`config.mk`:
```
export PLATFORM = sky130hd
export DESIGN_NAME = serial_bit_feeder
export DESIGN_NICKNAME = d
export VERILOG_FILES = /design/src/rtl/serial_bit_feeder.sv
export SDC_FILE = /design/constraint.sdc
export NUM_CORES = 1
export LEC_CHECK = 0
export BUFFER_PORTS_ARGS = -buffer_cell sky130_fd_sc_hd__buf_2
export CAP_MARGIN = 20
export CORE_MARGIN = 1.5
export CORE_UTILIZATION = 40
export DETAILED_ROUTE_END_ITERATION = 10
export PLACE_DENSITY = 0.68
export SLEW_MARGIN = 20
export SYNTH_ARGS = -nofsm -noshare
export SYNTH_HDL_FRONTEND = slang
export SYNTH_SLANG_ARGS = --single-unit
```
`constraint.sdc`:
```
create_clock -name clk -period 2 [get_ports clk]
set_input_delay 0.1 -clock clk [delete_from_list [all_inputs] [get_ports clk]]
set_output_delay 0.1 -clock clk [all_outputs]
set_load 0.005 [all_outputs]
```
`src/rtl/serial_bit_feeder.sv`:
```
// rtl/serial_bit_feeder.sv - word FIFO feeding a gap-free 1-bit serial stream
//
// Purpose:
//   Buffers parallel words pushed through a valid/ready handshake and
//   serializes them onto D, one bit per clock. Buffered words follow each
//   other back-to-back. IDLE_BIT is driven on D while nothing is being sent.
//
// Ports:
//   clk        clock, all state changes on posedge
//   rst_       asynchronous active-low reset
//   in_data    word to enqueue
//   in_valid   in_data valid this cycle
//   in_ready   FIFO has room (count < DEPTH), from registered count only
//   D          serial bit stream (registered)
//   bit_valid  D carries a data bit this cycle (registered)
//   busy       word in flight or FIFO not empty
//   count      words held in the FIFO, excluding the in-flight word
module serial_bit_feeder #(
   parameter int   WIDTH     = 8,
   parameter int   DEPTH     = 4,
   parameter int   MSB_FIRST = 1,
   parameter logic IDLE_BIT  = 1'b0
) (
   input  logic                   clk,
   input  logic                   rst_,
   input  logic [WIDTH-1:0]       in_data,
   input  logic                   in_valid,
   output logic                   in_ready,
   output logic                   D,
   output logic                   bit_valid,
   output logic                   busy,
   output logic [$clog2(DEPTH):0] count
);

   localparam int AW = $clog2(DEPTH);
   localparam int CW = AW + 1;
   localparam int IW = $clog2(WIDTH);
   localparam logic [CW-1:0] FULL_CNT = CW'(DEPTH);
   localparam logic [IW-1:0] LAST_IDX = IW'(WIDTH - 1);

   typedef enum logic {
      ST_IDLE  = 1'b0,
      ST_SHIFT = 1'b1
   } state_t;

   state_t           state;
   state_t           state_nxt;

   logic [WIDTH-1:0] mem [DEPTH];
   logic [AW-1:0]    wr_ptr;
   logic [AW-1:0]    rd_ptr;
   logic [WIDTH-1:0] head;
   logic [WIDTH-1:0] head_ord;
   logic [WIDTH-1:0] shreg;
   logic [WIDTH-1:0] shreg_nxt;
   logic [IW-1:0]    idx;
   logic [IW-1:0]    idx_nxt;
   logic             d_nxt;
   logic             bv_nxt;
   logic             push;
   logic             pop;
   logic             last_bit;

   assign in_ready = (count < FULL_CNT);
   assign push     = in_valid && in_ready;
   assign last_bit = (state == ST_SHIFT) && (idx == LAST_IDX);
   // A word is taken when idle, or while its predecessor's last bit is on D.
   assign pop      = (count != '0) && ((state == ST_IDLE) || last_bit);
   assign busy     = (state == ST_SHIFT) || (count != '0);

   // Reorder the head word so the next bit to send is always at bit 0.
   assign head     = mem[rd_ptr];
   assign head_ord = (MSB_FIRST != 0) ? {<<{head}} : head;

   // FIFO storage carries no reset; count and pointers define validity.
   always_ff @(posedge clk) begin
      if (push) begin
         mem[wr_ptr] <= in_data;
      end
   end

   always_ff @(posedge clk or negedge rst_) begin
      if (!rst_) begin
         wr_ptr <= '0;
         rd_ptr <= '0;
         count  <= '0;
      end else begin
         if (push) begin
            wr_ptr <= wr_ptr + AW'(1);
         end
         if (pop) begin
            rd_ptr <= rd_ptr + AW'(1);
         end
         case ({push, pop})
            2'b10:   count <= count + CW'(1);
            2'b01:   count <= count - CW'(1);
            default: count <= count;
         endcase
      end
   end

   // State register
   always_ff @(posedge clk or negedge rst_) begin
      if (!rst_) begin
         state <= ST_IDLE;
      end else begin
         state <= state_nxt;
      end
   end

   // Next-state logic
   always_comb begin
      state_nxt = state;
      case (state)
         ST_IDLE:  if (pop) state_nxt = ST_SHIFT;
         ST_SHIFT: if (last_bit && !pop) state_nxt = ST_IDLE;
         default:  state_nxt = ST_IDLE;
      endcase
   end

   // Output logic: next values of the registered serial outputs
   always_comb begin
      d_nxt     = IDLE_BIT;
      bv_nxt    = 1'b0;
      idx_nxt   = '0;
      shreg_nxt = shreg;
      if (pop) begin
         d_nxt     = head_ord[0];
         bv_nxt    = 1'b1;
         shreg_nxt = head_ord >> 1;
      end else if ((state == ST_SHIFT) && !last_bit) begin
         d_nxt     = shreg[0];
         bv_nxt    = 1'b1;
         idx_nxt   = idx + IW'(1);
         shreg_nxt = shreg >> 1;
      end
   end

   always_ff @(posedge clk or negedge rst_) begin
      if (!rst_) begin
         D         <= IDLE_BIT;
         bit_valid <= 1'b0;
         idx       <= '0;
         shreg     <= '0;
      end else begin
         D         <= d_nxt;
         bit_valid <= bv_nxt;
         idx       <= idx_nxt;
         shreg     <= shreg_nxt;
      end
   end

endmodule

```
* Yosys cells after proc, flatten, opt, wreduce, memory -nomap -nowiden
Memories as Yosys holds them, arrays and structs flattened. Cells that the tools add are included.
Cells by class: $add $sub $neg 5, $lt $le $gt $ge 1, reduce and logical (&&, ||, !) cells 12, equal/unequal tests 3, mux-type cells 14, bitwise operators 1
Operator list (count):
- two-way mux 8 bit | 2
- two-way mux 1 bit | 8
- adder 3 x 1 -> 3 bit (second input constant) | 2
- two-way mux 3 bit | 2
- one-hot mux 3 bit (2 select lines) | 1
- logical AND 1 bit | 5
- adder 2 x 1 -> 2 bit (second input constant) | 2
- nonzero test 2 bit | 2
- == test 3 bit (second input constant) | 1
- less-than comparator 3 bit (second input constant) | 1
- nonzero test 3 bit | 1
- subtractor 3 x 1 -> 3 bit (second input constant) | 1
- == test 2 x 1 -> 1 bit (second input constant) | 1
- == test 2 bit (second input constant) | 1
- logical NOT 1 bit | 2
- logical OR 1 bit | 2
- one-hot mux 1 bit (2 select lines) | 1
- inverter 1 bit | 1
Word-level totals: logic and storage cells 45, memories 1, RAM bits 32, input port bits 11, flip-flop bits (word level) 21
Memory list:
- mem | depth 4, width 8, rd ports 1, clocked after memory_dff 0, write ports 1, line 49 | logic [WIDTH-1:0] mem [DEPTH];

* Logic depth before layout (Yosys ltp)
word-level depth 8, depth in mapped cells 10

* Worst setup path before layout
Ideal clock, no wire load.
path kind flip-flop to flip-flop, start register idx[0], end register count[2], stages on the path, launching flop included 11, period minus slack after synthesis 1.897 ns, buffers on the path 0, library setup time 0.080 ns, arrival 1.817 ns, setup slack 0.103 ns, path through dfrtp_1 -> ha_1 -> ha_1 -> nor2b_1 -> nor2_1 -> ha_1 -> inv_1 -> fa_1 -> xor2_1 -> nor2_1 -> xnor2_1
On the way: longest elaborated chain between the ends 6, elaborated cells on any way between the ends 8
Ends and longest elaborated chain:
- start, declared | line 56 | logic [IW-1:0] idx;
- start signal, assigned | line 148 | idx <= idx_nxt;
- == test 3 bit (*) | line 66 | assign last_bit = (state == ST_SHIFT) && (idx == LAST_IDX);
- logical AND 1 bit (*) | line 66
- logical OR 1 bit (*) | line 68 | assign pop = (count != '0) && ((state == ST_IDLE) || last_bit);
- logical AND 1 bit (*) | line 68
- net pop | line 61 | logic pop;
- == test 2 x 1 -> 1 bit or == test 2 bit (tied branches) | line 94 | case ({push, pop})
- one-hot mux 3 bit (2 select lines) or nonzero test 2 bit (tied branches)
- end signal, assigned | line 95 | 2'b10: count <= count + CW'(1);
- end signal, assigned | line 96 | 2'b01: count <= count - CW'(1);
- end signal, assigned | line 97 | default: count <= count;
- end, declared | line 32 | output logic [$clog2(DEPTH):0] count
The timed path passes the listed nets; every way through them passes the cells marked *. A chain may end at the register's enable or synchronous reset.

* Worst setup path in the final report
Same ends and word-level chain as after synthesis.

==> metrics.txt <==
run status=finished, final reports clean; Arr. time, crit path=2180 ps; largest family of logic cells by synthesized area=multiplexers; CTS H-Tree Depth=2; clock buffer count from CTS=5; Slowest-stage cell, CP=dfrtp_1; peak supply drop=0.589 mV; Post-DRT Antenna Nets=0; Worst setup endpoint=count[2]; CP Cell Sequence=ha_4, ha_4, nor2b_4, nor2_4, ha_4, inv_2, fa_2, xor2_1, nor2_1, xnor2_1; Ys Warns=0; area delta synth->final=18.9%; crit path from=idx[0]; minimum hold slack=10.2 ps; Syn Inst Count=137; post-synthesis adder-cell area fraction=5.04%; Pwr Total=3.42 mW; num rows=26; mux cell area share after synthesis=10.1%; GRT Total Usage=12.9%; area of the die=0.00578 mm^2; Crit path top cell by count=ha_4; Compound-Gate Fraction of Synth Area=3.69%; CP Capture Type=flop; WL per Instance=14.7 um; pre-CTS setup slack=-13.9 ps; Tcrit/Tclk final=97.6%; drc violations=0; share of layout cells above drive strength 1=25.1%; Final setup viols=0; total number of vias=1,132; # IOs=18; Max Cap Viol=0; Rel. slew slack=65.4%; final wirelength=3490 um; CTS tree=yes; PwrDens=1350 mW/mm^2; HP Class=input port to flop; Hold Violations, Final=0; largest net degree at the start of global routing=21; Sink Count=52; Critical Path Source Type=flop; mapped cell area=0.00213 mm^2; FILL cells=455; Bufs on Longest Clock Path=2; dpl hpwl=2290 um; vias in the first global route=1,161; Clock Root Buffer=clkbuf_8; post-synthesis sequential area ratio=68.5%; placed cells=221; Leak Pwr=1.02 nW; # nets final=185; Achievable Freq=512 MHz; Layout Cells excl Fill=237; WP data required=2230 ps; Via density=4.78; simple-gate area share of the yosys netlist=7.21%; Worst-Margin Slew=518 ps; Die Wd=76.1 um; Synth Area in XOR/XNOR=2.46%; reg2reg start=idx[0]; area share of the largest cell type after synthesis=45.0%; Clock Skews=6.14 ps; cell taking the most area after synthesis=edfxtp_1; Max Transition Viols Final=0; RD Place Congestion=0.748; r2r worst-path depth=10; antenna violations before repair=0; 1st-iter DRT viols=81; first-pass GRT wire length=5600 um; Core Box Area=0.00514 mm^2; CP Max Fanout=2; post-synth net total=156; antenna diode count=0; FF-to-FF setup slack=50 ps; drt pass-1 iters=4; biggest cell delay along the critical path=400 ps; crit path kind=flop to flop; Clock Latency Late Sink=300 ps; Tmin final=1950 ps; Reg clk slew, reported paths=100 ps; Distinct cells, synth=25; PnR worst setup slack=48.4 ps; Synth Register Bits=52; GRT overflow=0; Port Buf Inserts=17; Starting Density=41.5%; Die Y=76.1 um; reg2reg end=count[2]; dominant cells by area after synthesis=edfxtp_1 45%, dfrtp_1 23%, mux4_1 8.6%; syn avg cell area=15.6 um^2
-- where the power goes --
| part | internal (mW) | switching, mW |
|---|---|---|
| logic | 0.560 | 0.514 |
| clock network | 0.377 | 0.344 |
| registers | 1.42 | 0.210 |
| total | 2.35 | 1.07 |
-- worst max-delay path: cells and delay by family (launching register included) --
family	cells	cell delay, ps
XOR/XNOR	2	300
adder cells (fa/ha/maj)	4	830
buffers and inverters	1	40
flip-flops	1	400
AND/OR/NAND/NOR	3	330
-- synthesized netlist by cell type (all sizes together) --
library cell,number
a21oi,13
a22o,1
and2,6
buf,3
clkbuf,4
dfrtp,20
edfxtp,32
fa,1
ha,7
inv,7
mux2i,1
mux4,8
nand2,11
nand2b,2
nand3,1
nor2,9
nor2b,2
nor3,1
o21ai,1
or3,1
xnor2,4
xor2,2
-- timing repair --
| item | in CTS | in global routing |
|---|---|---|
| endpoints found under the hold margin | 20 | 8 |
| hold buffers | 1 | 2 |
| setup endpoints to repair | 1 | 2 |
| buffers inserted | 2 | 3 |
| resized for setup | 2 | 10 |
| pin swaps | 2 | 8 |
-- flip-flops by register name, indices dropped and copies added (netlist names) --
register   count
idx            3
D              1
mem           32
bit_valid      1
state          1
rd_ptr         2
count          3
wr_ptr         2
shreg          7
-- cell type report --
class	instances	area, um^2	share of cell area [%]
repair buffers	29	183	7.20
inverters	7	26.3	1.04
clock buffers	5	68.8	2.71
multi-input cells	71	664	26.2
well taps	70	87.6	3.45
flip-flops and latches	52	1460	57.6
clock inverters	3	46.3	1.82
-- metrics by stage --
stage / setup TNS [ps] / utilization (%) / cell area (um^2)
6_report: 0 / 49.4 / 2540
5_1_grt: -27.6 / 49.4 / 2540
4_1_cts: 0 / 47.6 / 2440
3_5_place_dp: -13.9 / 44.7 / 2300
3_3_place_gp: 0 / 44.7 / 2300
2_1_floorplan: 0 / - / 2130
-- worst min path at each step --
stage,cells after the start,endpoint,from
6_report,1,mem[0][3],in_data[3]
5_1_grt,1,mem[0][3],in_data[3]
4_1_cts,1,mem[0][1],in_data[1]
3_5_place_dp,1,count[1],rst_
3_3_place_gp,1,count[1],rst_
2_1_floorplan,0,D,rst_
-- layout by cell type, fill, tap and decap left out, types with 2 or more instances in the layout --
| cell type | n |
|---|---|
| mux4_1 | 7 |
| edfxtp_1 | 32 |
| nand2_1 | 11 |
| buf_2 | 17 |
| nor2_1 | 8 |
| xor2_1 | 2 |
| buf_4 | 9 |
| ha_1 | 4 |
| dlygate4sd3_1 | 3 |
| ha_4 | 3 |
| nand2b_1 | 2 |
| and2_1 | 6 |
| a21oi_1 | 13 |
| dfrtp_1 | 20 |
| inv_1 | 6 |
| clkbuf_8 | 5 |
| xnor2_1 | 4 |
-- metal layers --
metal / part of all wire (%) / GRT usage (%)
met5: 0 / 0
met4: 0.92 / 5.19
met3: 4.6 / 4.31
met2: 52 / 22.2
met1: 42 / 15.0
-- cell families after synthesis --
kind of cell | Yosys count
AND/OR/NAND/NOR | 33
multiplexers | 9
adder cells (fa/ha/maj) | 8
buffers and inverters | 14
flip-flops | 52
XOR/XNOR | 6
AO/OA/AOI/OAI | 15
(Power assumes the default switching activity.)
